**config.mk**
```make
export PLATFORM = sky130hd
export DESIGN_NAME = square_pattern_gen
export DESIGN_NICKNAME = d
export VERILOG_FILES = /design/src/rtl/square_pattern_gen.sv
export SDC_FILE = /design/constraint.sdc
export NUM_CORES = 1
export LEC_CHECK = 0
export CAP_MARGIN = 20
export CORE_ASPECT_RATIO = 1.25
export CORE_UTILIZATION = 57
export DETAILED_ROUTE_END_ITERATION = 10
export GPL_TIMING_DRIVEN = 0
export HOLD_SLACK_MARGIN = 0.05
export PLACE_DENSITY = 0.81
export SYNTH_ARGS = -nofsm -noshare
export SYNTH_HDL_FRONTEND = slang
export SYNTH_SLANG_ARGS = --single-unit
```
**constraint.sdc**
```tcl
create_clock -name clk -period 5.1 [get_ports clk]
set_input_delay 1.02 -clock clk [delete_from_list [all_inputs] [get_ports clk]]
set_output_delay 1.02 -clock clk [all_outputs]
set_load 0.02 [all_outputs]
```
**src/rtl/square_pattern_gen.sv**
```systemverilog
// Square-wave stimulus source: after a start pulse emits CNT_NUM signed samples
// alternating between +amp and -amp, with a programmable half-period and optional slew limit.
module square_pattern_gen #(
  parameter int                   OUT_WIDTH = 18,
  parameter int                   CNT_WIDTH = 32,
  parameter logic [CNT_WIDTH-1:0] CNT_NUM   = 32'd6000,
  parameter int unsigned          SLEW_STEP = 0
) (
  input  logic                 clk,
  input  logic                 rst_n,
  input  logic                 start,
  input  logic [OUT_WIDTH-1:0] amp,
  input  logic [CNT_WIDTH-1:0] half_period,
  input  logic                 init_high,
  output logic [OUT_WIDTH-1:0] dat,
  output logic                 dat_valid,
  output logic                 busy,
  output logic [CNT_WIDTH-1:0] edge_cnt,
  output logic                 done,
  output logic                 state_dbg
);

  typedef enum logic {IDLE = 1'b0, RUN = 1'b1} state_t;

  localparam logic [CNT_WIDTH-1:0] LAST_CNT = CNT_NUM - 1'b1;
  localparam logic [OUT_WIDTH-1:0] AMP_MAX  = {1'b0, {(OUT_WIDTH-1){1'b1}}};
  localparam logic [OUT_WIDTH:0]   STEP     = (OUT_WIDTH+1)'(SLEW_STEP);
  localparam logic [CNT_WIDTH-1:0] ONE_CNT  = {{(CNT_WIDTH-1){1'b0}}, 1'b1};

  state_t                 state_q, state_d;
  logic [CNT_WIDTH-1:0]   cnt_q, cnt_d;
  logic [CNT_WIDTH-1:0]   phase_q, phase_d;
  logic [CNT_WIDTH-1:0]   edge_q, edge_d;
  logic [CNT_WIDTH-1:0]   hp_q, hp_d;
  logic [OUT_WIDTH-1:0]   amp_q, amp_d;
  logic [OUT_WIDTH-1:0]   dat_q, dat_d;
  logic                   level_q, level_d;
  logic                   done_d;
  logic                   done_q;

  logic [OUT_WIDTH-1:0]   origin;
  logic [OUT_WIDTH:0]     origin_x;
  logic [OUT_WIDTH:0]     target;
  logic [OUT_WIDTH:0]     diff;
  logic [OUT_WIDTH:0]     abs_diff;
  logic [OUT_WIDTH:0]     step_val;

  always_ff @(posedge clk or negedge rst_n) begin
    if (!rst_n) begin
      state_q <= IDLE;
      cnt_q   <= '0;
      phase_q <= '0;
      edge_q  <= '0;
      hp_q    <= '0;
      amp_q   <= '0;
      dat_q   <= '0;
      level_q <= 1'b0;
      done_q  <= 1'b0;
    end else begin
      state_q <= state_d;
      cnt_q   <= cnt_d;
      phase_q <= phase_d;
      edge_q  <= edge_d;
      hp_q    <= hp_d;
      amp_q   <= amp_d;
      dat_q   <= dat_d;
      level_q <= level_d;
      done_q  <= done_d;
    end
  end

  always_comb begin
    state_d = state_q;
    cnt_d   = cnt_q;
    phase_d = phase_q;
    edge_d  = edge_q;
    hp_d    = hp_q;
    amp_d   = amp_q;
    level_d = level_q;
    done_d  = 1'b0;
    origin  = dat_q;

    if (start) begin
      // A start in RUN (even on the last sample) restarts and suppresses done.
      state_d = RUN;
      cnt_d   = '0;
      phase_d = '0;
      edge_d  = '0;
      level_d = init_high;
      amp_d   = (amp > AMP_MAX) ? AMP_MAX : amp;
      hp_d    = (half_period == '0) ? ONE_CNT : half_period;
      origin  = '0;
    end else if (state_q == RUN) begin
      if (cnt_q == LAST_CNT) begin
        state_d = IDLE;
        done_d  = 1'b1;
      end else begin
        cnt_d = cnt_q + 1'b1;
        if (phase_q == hp_q - 1'b1) begin
          level_d = ~level_q;
          phase_d = '0;
          edge_d  = edge_q + 1'b1;
        end else begin
          phase_d = phase_q + 1'b1;
        end
      end
    end

    // Next sample is one slew step from the current one toward the next level's target.
    origin_x = {origin[OUT_WIDTH-1], origin};
    target   = level_d ? {1'b0, amp_d} : -{1'b0, amp_d};
    diff     = target - origin_x;
    abs_diff = diff[OUT_WIDTH] ? -diff : diff;
    if (STEP == '0 || abs_diff <= STEP) begin
      step_val = target;
    end else if (diff[OUT_WIDTH]) begin
      step_val = origin_x - STEP;
    end else begin
      step_val = origin_x + STEP;
    end
    dat_d = (state_d == RUN) ? step_val[OUT_WIDTH-1:0] : '0;
  end

  assign dat       = dat_q;
  assign dat_valid = (state_q == RUN);
  assign busy      = (state_q == RUN);
  assign edge_cnt  = edge_q;
  assign done      = done_q;
  assign state_dbg = state_q;

endmodule

```
==> impl_metrics.csv <==
group,metric,value,unit
outcome,status,"finished clean",
final_layout,fin_cells,1406,
yosys,synth_common_cells,"dfrtp_1 (167), nor2_1 (139), nand2_1 (97), xor2_1 (54), a21oi_1 (53)",
min_path,hold_class,"in -> async",
clocking,clk_pin_slew_worst_paths,0.06,ns
yosys,yosysUniqueCellTypes,69,
die,fp.dieH,146,um
die,start_util,58.2,%
timing,max_slew_margin,22.6,%
power_and_ir_drop,ir_drop,0.000218,V
yosys,syn-instance-count,1051,
timing,worst_slew_pin_slew,1.15,ns
die,die_area,17100,um^2
critical_path,path_max_fanout,9,
die,rows,52,
global_routing,grt_pass1_vias,8198,
final_layout,drive_above_1_share,9.66,%
placement,gp_congestion,0.910,
routing,drtPass1Iterations,5,
final_layout,final_util,70.5,%
critical_path,cpPeakStageDelay,0.53,ns
routing,ant_nets,0,
routing,avgViaCountPerCell,6.07,
critical_path,start_kind,"flop",
die,die_width,117,um
clocking,cts_tree,"built",
yosys,async_flop_share,100,%
final_layout,layout.nets,1237,
timing,max_freq,211,MHz
yosys,synth_nets,1110,
clocking,cts.sinks,167,
yosys,netlist_top_cells_area,"dfrtp_1 (44%), nor2_1 (5.5%), xor2_1 (5.0%), nand2_1 (3.9%), mux2_2 (3.6%)",
global_routing,grt_max_degree,97,
timing,setup_violations,0,
routing,num_vias,8538,
clocking,clockBufferDepth,2,
yosys,ys_warn_count,0,
timing,finalWorstSetupSlack,0.354,ns
final_layout,area_delta_synth_final,21.0,%
routing,drc,0,
clocking,clkLatencyLatePin,0.43,ns
routing,drt_iter0_markers,620,
yosys,ys_seq_elements,167,
clocking,cts_made_buffers,17,
clocking,clock-root-buffer,"clkbuf_16",
placement,dp.cells,1375,
critical_path,worst_path_max_delay_cell,"or3b_2",
global_routing,grt_pass1_wl,40.2,mm
job,cap_violations,0,
critical_path,path_buf_inv,2,
clocking,h-tree-depth,4,
critical_path,critical_path_class,"reg -> reg",
yosys,synth_area,9430,um^2
yosys,synth_top_area_share,44.3,%
timing,skew,0.0110,ns
power_and_ir_drop,powerDensity,278,nW/um^2
die,io_pins,108,
yosys,ys_seq_area_share,44.3,%
global_routing,grt-ovfl-total,0,
yosys,synth_top_area_cell,"dfrtp_1",
critical_path,path_cells,"buf_6 -> or4_4 -> buf_6 -> nor4_2 -> nand4b_1 -> or3b_2 -> a31o_2 -> a2111o_1 -> nor2_2 -> nand2_1 -> nor4_1 -> mux2_2",
placement,port_buffers,107,
routing,wl_per_cell,17.6,um
timing,fin_crit_sh,93.1,%
final_layout,diodes,0,
critical_path,r2r_start,"hp_q[4]$_DFFE_PN0P_",
critical_path,cp-end-kind,"flop",
critical_path,critPathLaunch,"hp_q[4]$_DFFE_PN0P_",
critical_path,cp.arrival,5.06,ns
placement,placed_area,10800,um^2
clocking,postCtsHoldBufs,0,
timing,final_max_slew_viol_count,0,
final_layout,regArea,4180,um^2
global_routing,antenna_found_initial,0,
power_and_ir_drop,total_leakage_power,4.61,nW
critical_path,cp.required,5.42,ns
die,core_area,16200,um^2
timing,tns,0,ns
yosys,synth-edff-count,0,
routing,routed_wl,24.8,mm
placement,preCtsSetupSlack,-0.273,ns
yosys,synth.most_common_cell,"dfrtp_1",
final_layout,fin_area,11400,um^2
global_routing,grt_use_total,30.4,%
final_layout,nFillCells,1280,
placement,dpl.hpwl,18.0,mm
timing,finalHoldViolations,0,
critical_path,path_common_cell,"buf_6",
timing,rsz0062_at_grt,"no",
final_layout,multiInputGateArea,4910,um^2
critical_path,critPathTopFamily,"simple AND/OR/NAND/NOR gates",
yosys,syn_area_per_cell,8.98,um^2
timing,post-route-min-period,4.75,ns
yosys,synth_ff_type,"dfrtp_1",
==> cell type report <==
| cell class | instances | area share (%) |
|---|---|---|
| multi-input combinational | 801 | 43.0 |
| tap | 216 | 2.37 |
| clock buffer | 24 | 4.22 |
| buffer | 56 | 2.25 |
| timing repair buffer | 108 | 9.67 |
| sequential | 167 | 36.6 |
| inverter | 27 | 0.888 |
| clock inverter | 7 | 1.02 |
==> final timing paths <==
check                                           endpoint  slack [ns]  cells past startpoint
worst max-delay path            edge_cnt[31]$_DFFE_PN0P_        0.35                     12
worst min-delay path                    dat[7]$_DFF_PN0_        0.54                      1
worst max register to register  edge_cnt[31]$_DFFE_PN0P_        0.35                     12
worst min register to register     cnt_q[10]$_DFFE_PN0P_        0.54                      2
max in group asynchronous            hp_q[9]$_DFFE_PN0P_        3.67                      2
min in group clk                   cnt_q[10]$_DFFE_PN0P_        0.54                      2
==> through the flow <==
step | total power (W) | hold slack, ns
4_1_cts | 0.00318 | 0.537
3_5_place_dp | 0.00187 | 0.520
3_3_place_gp | 0.00185 | 0.504
2_1_floorplan | 0.00168 | 0.487
5_1_grt | 0.00329 | 0.575
6_report | 0.00318 | 0.536
==> metal layers <==
metal,wire length (um),track usage (%),share of wire [%],vias up
met3,1300,5.00,5.3,55
li1,-,-,-,4025
met4,746,13.6,3.0,0
met1,10100,37.5,41,4158
met2,12600,51.5,51,300
met5,0,0,0,-
==> power by group <==
part / total [W] / switching (W) / internal [W]
sequential: 0.00143 / 0.0000479 / 0.00138
clock: 0.00133 / 0.000524 / 0.000808
combinational: 0.000415 / 0.000227 / 0.000187
==> layout by cell type, fill, tap and decap left out, drive strengths merged, types with 11 or more instances in the layout <==
| cell type | netlist | final |
|---|---|---|
| inv | 27 | 28 |
| or4 | 14 | 14 |
| or3 | 18 | 18 |
| xor2 | 54 | 54 |
| nor4 | 32 | 32 |
| clkbuf | 35 | 61 |
| nor3 | 29 | 29 |
| dfrtp | 167 | 167 |
| nand3 | 48 | 48 |
| or2 | 19 | 19 |
| nand2 | 97 | 97 |
| a31o | 15 | 15 |
| a21oi | 53 | 53 |
| clkdlybuf4s50 | 0 | 106 |
| nand4 | 21 | 21 |
| nor2b | 11 | 11 |
| xnor2 | 34 | 34 |
| nor2 | 140 | 140 |
| buf | 21 | 21 |
| and3 | 29 | 29 |
| o21ai | 46 | 46 |
| mux2 | 30 | 30 |
==> cells by family (layout without fill, tap and decap cells) <==
| group | count (synthesis) | count (layout) | share of synthesized area (%) |
|---|---|---|---|
| simple gates | 503 | 503 | 27.3 |
| flops | 167 | 167 | 44.3 |
| xor+xnor | 88 | 88 | 8.17 |
| mux | 33 | 33 | 3.90 |
| compound gates | 172 | 172 | 11.9 |
| buf+inv | 83 | 222 | 3.77 |
| fa+ha+maj | 5 | 5 | 0.663 |
==> flip-flops by register name, summed over array words and instances (netlist names) <==
signal	cells
amp_q	18
cnt_q	32
phase_q	32
hp_q	32
busy	1
level_q	1
done	1
edge_cnt	32
dat	18
==> timing repair <==
item                       CTS  global route
gates resized for setup      0             3
setup buffers                0             0
setup endpoints to repair    0             6
Note: power is estimated with default switching activity, not from simulation.
